File: config.mk
export PLATFORM = sky130hd
export DESIGN_NAME = cpu_bus_decoder
export DESIGN_NICKNAME = d
export VERILOG_FILES = /design/src/rtl/cpu_bus_decoder_pkg.sv /design/src/rtl/cpu_bus_addr_match.sv /design/src/rtl/cpu_bus_decoder.sv
export SDC_FILE = /design/constraint.sdc
export NUM_CORES = 1
export LEC_CHECK = 0
export BUFFER_PORTS_ARGS = -buffer_cell sky130_fd_sc_hd__buf_2
export CAP_MARGIN = 25
export CORE_MARGIN = 2
export CORE_UTILIZATION = 25
export CTS_CLUSTER_DIAMETER = 30
export DETAILED_ROUTE_END_ITERATION = 10
export PLACE_DENSITY_LB_ADDON = 0.08
export SLEW_MARGIN = 25
export SYNTH_ARGS = -nofsm -noshare
export SYNTH_HDL_FRONTEND = slang
export SYNTH_SLANG_ARGS = --single-unit
export TNS_END_PERCENT = 5
File: constraint.sdc
create_clock -name clk_i -period 2.5 [get_ports clk_i]
set_input_delay 0.5 -clock clk_i [delete_from_list [all_inputs] [get_ports clk_i]]
set_output_delay 0.5 -clock clk_i [all_outputs]
set_load 0.05 [all_outputs]
File: src/rtl/cpu_bus_decoder_pkg.sv
// Shared CPU register package: module address map, slave enumeration and bus
// decoder types used by cpu_bus_decoder and its address matcher.
package cpu_bus_decoder_pkg;

  localparam int ADDR_WIDTH         = 16;
  localparam int DATA_WIDTH         = 32;
  localparam int NUM_ENTRIES        = 4;
  localparam int BUS_TIMEOUT_CYCLES = 255;

  typedef enum logic [1:0] {
    ram_e,
    version_string_e,
    io_e,
    uart_e
  } module_bus_t;

  typedef enum logic [2:0] {
    IDLE,
    DECODE,
    ACCESS,
    WAIT,
    RESP
  } bus_state_t;

  typedef logic [NUM_ENTRIES-1:0][DATA_WIDTH-1:0] data_reg_inputs_t;

  function automatic logic [ADDR_WIDTH-1:0] get_address_start(input module_bus_t m);
    case (m)
      ram_e:            return 16'h0000;
      version_string_e: return 16'h8000;
      io_e:             return 16'h9000;
      uart_e:           return 16'h9100;
      default:          return '1;
    endcase
  endfunction

  // Unknown entries get start > end so they can never match.
  function automatic logic [ADDR_WIDTH-1:0] get_address_end(input module_bus_t m);
    case (m)
      ram_e:            return 16'h7FFF;
      version_string_e: return 16'h80FF;
      io_e:             return 16'h90FF;
      uart_e:           return 16'h91FF;
      default:          return '0;
    endcase
  endfunction

endpackage

File: src/rtl/cpu_bus_addr_match.sv
// Combinational address matcher: one-hot match over all address-map entries,
// lowest index wins when ranges overlap.
module cpu_bus_addr_match
  import cpu_bus_decoder_pkg::*;
#(
  parameter int ADDR_W     = ADDR_WIDTH,
  parameter int NUM_SLAVES = NUM_ENTRIES
) (
  input  logic [ADDR_W-1:0]     addr_i,
  output logic [NUM_SLAVES-1:0] match_o,
  output logic                  hit_o
);

  always_comb begin
    match_o = '0;
    hit_o   = 1'b0;
    for (int i = 0; i < NUM_SLAVES; i++) begin
      if (!hit_o &&
          addr_i >= get_address_start(module_bus_t'(i)) &&
          addr_i <= get_address_end(module_bus_t'(i))) begin
        match_o[i] = 1'b1;
        hit_o      = 1'b1;
      end
    end
  end

endmodule

File: src/rtl/cpu_bus_decoder.sv
// Single-master CPU bus decoder: IDLE/DECODE/ACCESS/WAIT/RESP handshake to the
// mapped slaves. Define BUS_TIMEOUT_EN to enable the WAIT-state timeout.
module cpu_bus_decoder
  import cpu_bus_decoder_pkg::*;
#(
  parameter int ADDR_W     = ADDR_WIDTH,
  parameter int DATA_W     = DATA_WIDTH,
  parameter int NUM_SLAVES = NUM_ENTRIES
`ifdef BUS_TIMEOUT_EN
  , parameter int TIMEOUT_CYCLES = BUS_TIMEOUT_CYCLES
`endif
) (
  input  logic                  clk_i,
  input  logic                  reset_n_i,
  input  logic [ADDR_W-1:0]     cpu_addr_i,
  input  logic [DATA_W-1:0]     cpu_wdata_i,
  input  logic                  cpu_we_i,
  input  logic                  cpu_re_i,
  output logic [DATA_W-1:0]     cpu_rdata_o,
  output logic                  cpu_ack_o,
  output logic                  cpu_err_o,
  output logic [NUM_SLAVES-1:0] slv_sel_o,
  output logic [ADDR_W-1:0]     slv_addr_o,
  output logic [DATA_W-1:0]     slv_wdata_o,
  output logic                  slv_we_o,
  output logic                  slv_re_o,
  input  data_reg_inputs_t      slv_rdata_i,
  input  logic [NUM_SLAVES-1:0] slv_ready_i,
  output logic [ADDR_W-1:0]     err_addr_o
);

  bus_state_t            state_q, state_d;
  logic [ADDR_W-1:0]     addr_q, addr_d;
  logic [DATA_W-1:0]     wdata_q, wdata_d;
  logic                  write_q, write_d;
  logic [NUM_SLAVES-1:0] sel_q, sel_d;
  logic                  we_q, we_d, re_q, re_d;
  logic                  ack_q, ack_d, err_q, err_d;
  logic [DATA_W-1:0]     rdata_q, rdata_d;
  logic [ADDR_W-1:0]     err_addr_q, err_addr_d;

  logic [NUM_SLAVES-1:0] match;
  logic                  hit;
  logic                  tgt_ready;
  logic [DATA_W-1:0]     tgt_rdata;

  cpu_bus_addr_match #(
    .ADDR_W     (ADDR_W),
    .NUM_SLAVES (NUM_SLAVES)
  ) u_match (
    .addr_i  (addr_q),
    .match_o (match),
    .hit_o   (hit)
  );

  // sel_q doubles as the latched slave index for ready and read-data selection.
  assign tgt_ready = |(slv_ready_i & sel_q);

  always_comb begin
    tgt_rdata = '0;
    for (int i = 0; i < NUM_SLAVES; i++) begin
      if (sel_q[i]) tgt_rdata = slv_rdata_i[i];
    end
  end

`ifdef BUS_TIMEOUT_EN
  localparam int CNT_W = ($clog2(TIMEOUT_CYCLES + 1) > 8) ? $clog2(TIMEOUT_CYCLES + 1) : 8;
  logic [CNT_W-1:0] cnt_q, cnt_d;

  always_ff @(posedge clk_i or negedge reset_n_i) begin
    if (!reset_n_i) cnt_q <= '0;
    else            cnt_q <= cnt_d;
  end
`endif

  always_comb begin
    state_d    = state_q;
    addr_d     = addr_q;
    wdata_d    = wdata_q;
    write_d    = write_q;
    sel_d      = sel_q;
    we_d       = 1'b0;
    re_d       = 1'b0;
    ack_d      = 1'b0;
    err_d      = 1'b0;
    rdata_d    = '0;
    err_addr_d = err_addr_q;
`ifdef BUS_TIMEOUT_EN
    cnt_d      = cnt_q;
`endif
    case (state_q)
      IDLE: begin
        if (cpu_we_i || cpu_re_i) begin
          addr_d  = cpu_addr_i;
          wdata_d = cpu_wdata_i;
          write_d = cpu_we_i;
          state_d = DECODE;
        end
      end
      DECODE: begin
        if (hit) begin
          sel_d   = match;
          we_d    = write_q;
          re_d    = !write_q;
          state_d = ACCESS;
        end else begin
          err_d      = 1'b1;
          err_addr_d = addr_q;
          state_d    = RESP;
        end
      end
      ACCESS, WAIT: begin
        if (tgt_ready) begin
          ack_d   = 1'b1;
          rdata_d = write_q ? '0 : tgt_rdata;
          state_d = RESP;
        end else if (state_q == ACCESS) begin
          state_d = WAIT;
`ifdef BUS_TIMEOUT_EN
          cnt_d   = '0;
        end else if (cnt_q == CNT_W'(TIMEOUT_CYCLES - 1)) begin
          err_d      = 1'b1;
          err_addr_d = addr_q;
          sel_d      = '0;
          state_d    = RESP;
        end else begin
          cnt_d = cnt_q + 1'b1;
`endif
        end
      end
      RESP: begin
        sel_d   = '0;
        state_d = IDLE;
      end
      default: begin
        sel_d   = '0;
        state_d = IDLE;
      end
    endcase
  end

  always_ff @(posedge clk_i or negedge reset_n_i) begin
    if (!reset_n_i) begin
      state_q    <= IDLE;
      addr_q     <= '0;
      wdata_q    <= '0;
      write_q    <= 1'b0;
      sel_q      <= '0;
      we_q       <= 1'b0;
      re_q       <= 1'b0;
      ack_q      <= 1'b0;
      err_q      <= 1'b0;
      rdata_q    <= '0;
      err_addr_q <= '0;
    end else begin
      state_q    <= state_d;
      addr_q     <= addr_d;
      wdata_q    <= wdata_d;
      write_q    <= write_d;
      sel_q      <= sel_d;
      we_q       <= we_d;
      re_q       <= re_d;
      ack_q      <= ack_d;
      err_q      <= err_d;
      rdata_q    <= rdata_d;
      err_addr_q <= err_addr_d;
    end
  end

  assign cpu_rdata_o = rdata_q;
  assign cpu_ack_o   = ack_q;
  assign cpu_err_o   = err_q;
  assign slv_sel_o   = sel_q;
  assign slv_addr_o  = addr_q;
  assign slv_wdata_o = wdata_q;
  assign slv_we_o    = we_q;
  assign slv_re_o    = re_q;
  assign err_addr_o  = err_addr_q;

endmodule
==> results.json, run 1 <==
{
  "cts_buffers": 9,
  "critPathMaxStageDelay_ns": 0.35,
  "syn-cell-area_sq_um": 4798,
  "max_slew_margin": 0.6659,
  "first_pass_iters": 4,
  "cpMostUsedCell": "buf_4",
  "vias": 4273,
  "start_util": 0.2557,
  "die_x_microns": 142.5,
  "maxSlewViolCount": 0,
  "crit_path_end_kind": "primary output",
  "crit_path_max_fanout": 26,
  "grt_pass1_wl_microns": 22670,
  "layout_common_cells": "buf_2, dfrtp_1, mux2_2",
  "wl_per_cell_microns": 16.59,
  "yosysTopAreaCell": "dfrtp_1",
  "fin_nets": 868,
  "grt.total_usage": 0.1443,
  "hpwlAfterDp_microns": 11240,
  "critPathKind": "flop to primary output",
  "synthFlopType": "dfrtp_1",
  "post_dp_cell_area_sq_um": 6519,
  "htreeDepth": 3,
  "setup_violations": 0,
  "final_common_cell": "buf_2",
  "fin_crit_sh": 0.8276,
  "cts_setup_buffers": 0,
  "reg2reg_from": "slv_addr_o[14]",
  "row_count": 50,
  "instances_no_fill": 923,
  "clk_pin_slew_worst_paths_ns": 0.08,
  "final.setup.tns_ns": 0,
  "hold_violations": 0,
  "cts_root_buf": "clkbuf_16",
  "crit_start": "slv_sel_o[1]",
  "dieHeight_microns": 142.5,
  "drive_gt1_frac": 0.5544,
  "final_core_util": 0.3639,
  "vdd_drop_max_mv": 0.2876,
  "p_leak_nw": 3.682,
  "critical_path_arrival_ns": 1.57,
  "grt-ovfl-total": 0,
  "dr.first_iter.drc_count": 125,
  "cts_tree": "yes",
  "port_buffers": 287,
  "status": "completed",
  "yosysSeqAreaShare": 0.5632,
  "critical_path_buf_inv_count": 3,
  "synth-edff-count": 0,
  "synth_cells": 406,
  "postLayoutCellArea_sq_um": 6830,
  "gp_congestion": 0.7809,
  "yosysTopAreaCellShare": 0.5632,
  "core_sq_um": 18770,
  "pwr_density_cell_nw_per_um2": 497.5,
  "synth_area_leaders": "dfrtp_1, mux2_2, a211o_1",
  "post_cts_resized": 0,
  "slowest_stage": "dfrtp_1",
  "cts.sinks": 108,
  "drv_cap": 0,
  "required_ns": 2.00,
  "drt-total-wl_microns": 15310,
  "clockBufferDepth": 2,
  "synth_async_sr_flop_share": 1.000,
  "first_global_vias": 4257,
  "yosys_warnings": 0,
  "io_pins": 288,
  "viasPerCell": 4.629,
  "drc": 0,
  "area.growth.synth_to_final_pct": 42.35,
  "clk_latency_ns": 0.35,
  "synth_area_per_cell_sq_um": 11.82,
  "fin_crit_ns": 2.069,
  "fmax_mhz": 483.3,
  "design.die.area_sq_um": 20320,
  "hp-class": "primary input to asynchronous set/reset pin",
  "ys_ff_latch": 108,
  "fin_skew_ns": 0.008969,
  "path_delay_family": "buffers and inverters",
  "dpl.cell_count": 906,
  "grt_max_degree": 67,
  "synth_nets": 590,
  "tightest_slew_ns": 0.4995,
  "detail-route-antenna-nets": 0,
  "yosysUniqueCellTypes": 31,
  "hold_buffers": 0,
  "crit_chain": "buf_4 -> buf_4 -> buf_2",
  "cp-start-kind": "flop",
  "antenna_cells": 0,
  "antenna_found_initial": 1,
  "rsz0062_at_grt": "false"
}
layout make-up:
cell class | count | area [sq um]
clock buffer | 10 | 229.0
clock inverter | 6 | 71.32
fill | 1935 | 11940
inverter | 35 | 131.4
multi-input combinational | 231 | 1831
sequential | 108 | 2705
tap | 234 | 292.8
timing repair buffer | 299 | 1570
power by group:
group          internal (W)  switching (W)  leakage, nW
clock              0.000789       0.000674        0.145
sequential          0.00175              0         1.48
combinational      0.000108      0.0000817         2.06
total               0.00264       0.000756         3.68
path summary, 6_finish.rpt:
| kind | endpoint | cells past startpoint | slack, ns |
|---|---|---|---|
| hold / removal | cpu_rdata_o[29] | 1 | 0.07 |
| hold reg to reg | err_addr_o[15] | 1 | 0.48 |
| setup reg to reg | err_addr_o[10] | 5 | 0.46 |
| max in group asynchronous | slv_wdata_o[24] | 2 | 1.74 |
| min in group clk_i | slv_addr_o[8] | 3 | 0.35 |
| setup / recovery | slv_sel_o[1] | 3 | 0.43 |
synthesized netlist by cell type (all sizes together), types with 3 or more instances:
master	count
nand2	36
a221oi	31
a211o	31
a21oi	35
nor2	3
buf	11
inv	35
clkbuf	21
nor3	4
mux2	60
dfrtp	108
nand2b	5
o21ai	6
a22oi	3
nor2b	3
state kept, by name (all words and copies together), names as in the netlist:
signal       flops
cpu_ack_o        1
cpu_err_o        1
cpu_rdata_o     32
err_addr_o      16
slv_addr_o      16
slv_re_o         1
slv_sel_o        4
slv_wdata_o     32
slv_we_o         1
state_q          3
write_q          1
through the flow:
| stage | setup WS (ns) | hold WS [ns] | total power, W |
|---|---|---|---|
| finish | 0.4309 | 0.06684 | 0.003398 |
| global route | 0.3393 | 0.09018 | 0.003554 |
| CTS | 0.3826 | 0.07715 | 0.003471 |
| detailed placement | 0.4165 | 0.4609 | 0.001974 |
| global placement | 0.4833 | 0.4520 | 0.001974 |
| floorplan | 0.3533 | 0.2044 | 0.001791 |
metal layers:
layer	global-route usage	routed length, microns	part of all wire	up-vias
met5	0	8	0.00052	-
met4	0.05159	256	0.017	2
met3	0.04341	1318	0.086	17
met2	0.2454	7392	0.48	190
met1	0.1732	6336	0.41	2046
li1	-	-	-	2018
cells by family after synthesis:
group,count (synthesis),share of synthesized area
simple gates,57,0.05580
buf+inv,67,0.05606
flops,108,0.5632
mux,60,0.1463
compound gates,114,0.1786
Power figures use the tool's default switching activity.
==> run 2: changes to the inputs <==
Settings changed: ABC_AREA from default to 1.
Clock period 2.5 ns to 1.9 ns, I/O delays scaled along.
==> run 2 against run 1 <==
- highest routed layer unchanged
- via count is 10% higher
- register-to-register slack worse by 0.17 ns
- sequential power is 100% higher
- final area is 4.7% higher
==> results.json, run 2 <==
{
  "top_layer": "met5",
  "synth_cells": 514,
  "clockBufferDepth": 2,
  "drt-total-wl_microns": 16900,
  "pwr_density_cell_nw_per_um2": 1636,
  "detail-route-antenna-nets": 0,
  "antenna_found_initial": 5,
  "min-delay-start": "cpu_wdata_i[11]",
  "first_pass_iters": 5,
  "met3_length_microns": 1342,
  "synth_common_cells": "dfrtp_1, nor2_1, nand2_1",
  "synth_async_sr_flop_share": 1.000,
  "drive_gt1_frac": 0.4831,
  "yosysMostFrequentCell": "dfrtp_1",
  "synthFlopType": "dfrtp_1",
  "yosysTopAreaCellShare": 0.5254,
  "dr.first_iter.drc_count": 111,
  "viasPerCell": 4.399,
  "r2r_slack_ns": 0.29,
  "yosysUniqueCellTypes": 28,
  "synth_area_per_cell_sq_um": 10.01,
  "worst-r2r-cell-count": 9,
  "status": "completed",
  "yosysSeqAreaShare": 0.5254,
  "tightest_slew_ns": 0.6164,
  "htreeDepth": 3,
  "cts_tree": "yes",
  "critPathMaxStageDelay_ns": 0.46,
  "cts_buffers": 9,
  "hp-class": "primary input to flop",
  "area.growth.synth_to_final_pct": 39.09,
  "cp-start-kind": "flop",
  "ys_ff_latch": 108,
  "design.die.area_sq_um": 21740,
  "reg2reg_from": "slv_addr_o[14]",
  "rsz0062_at_grt": "false",
  "port_buffers": 287,
  "clk_latency_ns": 0.36,
  "yosys_warnings": 0,
  "vias": 4711,
  "r2r-end": "err_addr_o[8]",
  "drv_cap": 0,
  "slowest_stage": "dfrtp_2",
  "gp_congestion": 0.8126,
  "wl_per_cell_microns": 15.78,
  "synth_nets": 698,
  "cts_setup_buffers": 0,
  "vdd_drop_max_mv": 0.8774,
  "critical_path_arrival_ns": 1.43,
  "synth-edff-count": 0,
  "dieHeight_microns": 147.4,
  "io_pins": 288,
  "critPathKind": "flop to primary output",
  "row_count": 52,
  "hold_end": "slv_wdata_o[11]",
  "grt_pass1_wl_microns": 25940,
  "maxSlewViolCount": 0,
  "crit_path_max_fanout": 22,
  "p_leak_nw": 3.814,
  "hpwlAfterDp_microns": 12810,
  "cts_root_buf": "clkbuf_16",
  "clk_pin_slew_worst_paths_ns": 0.09,
  "grt.total_usage": 0.1521,
  "fin_crit_sh": 0.9502,
  "fillers": 2155,
  "final_common_cell": "buf_2",
  "crit_chain": "buf_4 -> buf_2",
  "whs_path_depth": 2,
  "first_global_vias": 4870,
  "fin_crit_ns": 1.805,
  "final.setup.tns_ns": 0,
  "fmax_mhz": 553.9,
  "fin_skew_ns": 0.01582,
  "syn-cell-area_sq_um": 5144,
  "drc": 0,
  "hold_violations": 0,
  "grt-ovfl-total": 0,
  "cts.sinks": 108,
  "yosysTopAreaCell": "dfrtp_1",
  "wl_met2_microns": 8164,
  "setup_violations": 0,
  "wl_met1_microns": 7101,
  "start_util": 0.2542,
  "required_ns": 1.52,
  "die_x_microns": 147.4,
  "fin_nets": 978,
  "crit_path_end_kind": "primary output",
  "layout_common_cells": "buf_2, dfrtp_1, nor2_1",
  "core_sq_um": 20230,
  "final_core_util": 0.3536,
  "max_slew_margin": 0.5885,
  "grt_max_degree": 41,
  "synth_area_leaders": "dfrtp_1, mux2_4, a21oi_1"
}
[run 2: what timing repair did]
action                                 in CTS  in global routing
hold buffers                                1                  0
gates resized for setup                     0                  1
endpoints found under the hold margin      22                  0
setup endpoints to repair                   0                  1
[run 2: cell families after synthesis]
group	count (synthesis)	synth area share
and+or+nand+nor	174	0.1440
muxes	39	0.1138
buffers and inverters	56	0.06252
DFF	108	0.5254
AOI/OAI and AO/OA	137	0.1542
[run 2: layer usage]
layer	track usage	vias to the layer above
met5	0	-
met3	0.04383	20
met1	0.1810	2199
met2	0.2673	192
met4	0.04519	6
li1	-	2294
[run 2: worst max path at each step]
stage | startpoint | end | slack (ns)
after floorplan | slv_addr_o[14] | err_addr_o[10] | 0.28
after global placement | slv_sel_o[1] | cpu_rdata_o[10] | 0.24
after detailed placement | slv_sel_o[1] | cpu_rdata_o[4] | 0.25
after CTS | slv_sel_o[1] | slv_sel_o[1] | 0.03
after global routing | slv_sel_o[2] | slv_sel_o[2] | 0.02
final | slv_sel_o[2] | slv_sel_o[2] | 0.09
[run 2: power by group]
group | internal [W] | leakage (nW) | switching (W)
sequential | 0.00307 | 1.35 | 0.000465
combinational | 0.00197 | 2.32 | 0.00428
clock | 0.000965 | 0.146 | 0.000955
total | 0.00600 | 3.81 | 0.00570
[run 2: layout make-up]
type	instances	area, sq um	share of cell area
clock inverters	6	63.81	0.008919
multi-input cells	350	2127	0.2973
well taps	270	337.8	0.04722
clock buffers	10	239.0	0.03340
flip-flops and latches	108	2705	0.3781
repair buffers	305	1602	0.2239
diodes	2	5.005	0.0006995
inverters	20	75.07	0.01049
[run 2: through the flow]
| stage | std cells | setup WS (ns) | instance area, sq um | power [W] | hold slack, ns |
|---|---|---|---|---|---|
| finish | 1071 | 0.09459 | 7154 | 0.01171 | 0.2422 |
| global route | 1069 | 0.02361 | 7149 | 0.01238 | 0.2330 |
| CTS | 1069 | 0.03146 | 7148 | 0.01187 | 0.2317 |
| detailed placement | 1052 | 0.2457 | 6835 | 0.009874 | 0.3289 |
| global placement | 1052 | 0.2446 | 6835 | 0.009846 | 0.3335 |
| floorplan | 514 | 0.2785 | 5144 | 0.008428 | 0.08441 |
[run 2: worst max-delay path: cells and delay by family, from the launching register on]
| kind | cells | cell delay, ns |
|---|---|---|
| buffers and inverters | 2 | 0.60 |
| DFF | 1 | 0.46 |
==> run 3: changes to the inputs <==
Settings changed: CORE_ASPECT_RATIO from default to 1.75.
==> run 3 against run 2 <==
- clock skew fell by 0.011 ns
- non-clock buffer count down 5
- first-iteration DRC count is 51% higher
- final area is 0.96% lower
- sequential share of layout area rose by 0.35 points
- critical endpoint is now slv_sel_o[0]
- highest routed layer is now met4
==> results.json, run 3 (synthesized netlist as in run 2, its figures left out) <==
{
  "antenna_found_initial": 0,
  "p_leak_nw": 3.788,
  "wl_met1_microns": 6112,
  "detail-route-antenna-nets": 0,
  "met3_length_microns": 1038,
  "pwr_density_cell_nw_per_um2": 1637,
  "required_ns": 1.52,
  "row_count": 69,
  "layout_common_cells": "buf_2, dfrtp_1, nor2_1",
  "cts_setup_buffers": 0,
  "htreeDepth": 3,
  "cp-start-kind": "flop",
  "setup_violations": 0,
  "fin_crit_sh": 0.9533,
  "wl_per_cell_microns": 16.31,
  "critical_path_arrival_ns": 1.43,
  "fin_crit_ns": 1.811,
  "maxSlewViolCount": 0,
  "core_sq_um": 20290,
  "drc": 0,
  "final.setup.tns_ns": 0,
  "top_layer": "met4",
  "cts_buffers": 9,
  "fin_skew_ns": 0.005237,
  "vias": 4714,
  "first_global_vias": 5172,
  "crit_path_end_kind": "primary output",
  "hp-class": "primary input to flop",
  "hpwlAfterDp_microns": 12890,
  "io_pins": 288,
  "clk_pin_slew_worst_paths_ns": 0.07,
  "max_slew_margin": 0.5669,
  "rsz0062_at_grt": "false",
  "tightest_slew_ns": 0.6486,
  "fmax_mhz": 552.1,
  "critPathKind": "flop to primary output",
  "grt.total_usage": 0.1541,
  "grt-ovfl-total": 0,
  "cts_root_buf": "clkbuf_16",
  "drt-total-wl_microns": 16990,
  "status": "completed",
  "start_util": 0.2535,
  "vdd_drop_max_mv": 0.9451,
  "final_core_util": 0.3492,
  "gp_congestion": 0.8240,
  "dieHeight_microns": 193.8,
  "area.growth.synth_to_final_pct": 37.75,
  "wl_met2_microns": 9434,
  "viasPerCell": 4.524,
  "final_common_cell": "buf_2",
  "grt_pass1_wl_microns": 26420,
  "antenna_cells": 0,
  "clockBufferDepth": 2,
  "fin_nets": 973,
  "first_pass_iters": 6,
  "cts.sinks": 108,
  "cts_tree": "yes",
  "drive_gt1_frac": 0.4748,
  "crit_path_max_fanout": 34,
  "grt_max_degree": 62,
  "dr.first_iter.drc_count": 168,
  "die_x_microns": 112.4,
  "clk_latency_ns": 0.35,
  "design.die.area_sq_um": 21780,
  "drv_cap": 0,
  "port_buffers": 287,
  "hold_violations": 0
}
==> run 3: power breakdown <==
part / switching (W) / total [W] / leakage (nW) / internal, W
Combinational: 0.00429 / 0.00627 / 2.30 / 0.00197
Clock: 0.000847 / 0.00178 / 0.134 / 0.000931
Sequential: 0.000482 / 0.00356 / 1.35 / 0.00307
==> run 3: repair_timing <==
item	CTS	global route
resized for setup	1	1
hold buffers	1	0
gates cloned	0	0
endpoints found under the hold margin	25	0
endpoints found under the setup margin	1	1
==> run 3: area by class of cell <==
class	instances	area [sq um]
multi-input cells	350	2127
well taps	248	310.3
clock buffers	13	250.2
inverters	20	75.07
repair buffers	300	1597
fillers	2138	13200
flip-flops and latches	108	2704
clock inverters	3	22.52
==> run 3: metal layers <==
metal,global-route usage,vias to the layer above
li1,-,2279
met1,0.1601,2214
met2,0.2952,197
met3,0.03314,24
met4,0.06007,0
met5,0,-
==> run 3: worst paths after layout <==
check / slack (ns) / start / cells after the start / to
setup / recovery: 0.09 / slv_sel_o[0] / 2 / slv_sel_o[0]
hold / removal: 0.25 / cpu_wdata_i[23] / 2 / slv_wdata_o[23]
setup reg to reg: 0.29 / slv_addr_o[10] / 8 / err_addr_o[2]
hold reg to reg: 0.47 / write_q / 1 / slv_re_o
max in group asynchronous: 0.85 / reset_n_i / 3 / slv_addr_o[15]
min in group asynchronous: 0.49 / reset_n_i / 2 / cpu_rdata_o[23]
==> run 3: worst max-delay path: stages (launching register included) <==
cell	delay, ns
dfrtp_1	0.35
buf_4	0.38
buf_2	0.34
==> run 3: stage by stage <==
| step | total power [W] | setup slack [ns] | std cells | area, sq um | hold slack [ns] |
|---|---|---|---|---|---|
| 2_1_floorplan | 0.008428 | 0.2785 | 514 | 5144 | 0.08441 |
| 3_3_place_gp | 0.009896 | 0.2838 | 1025 | 6795 | 0.3379 |
| 3_5_place_dp | 0.009944 | 0.2841 | 1025 | 6795 | 0.3433 |
| 4_1_cts | 0.01181 | 0.01295 | 1042 | 7082 | 0.2324 |
| 5_1_grt | 0.01226 | 0.0009970 | 1042 | 7086 | 0.2361 |
| 6_report | 0.01160 | 0.08876 | 1042 | 7086 | 0.2533 |
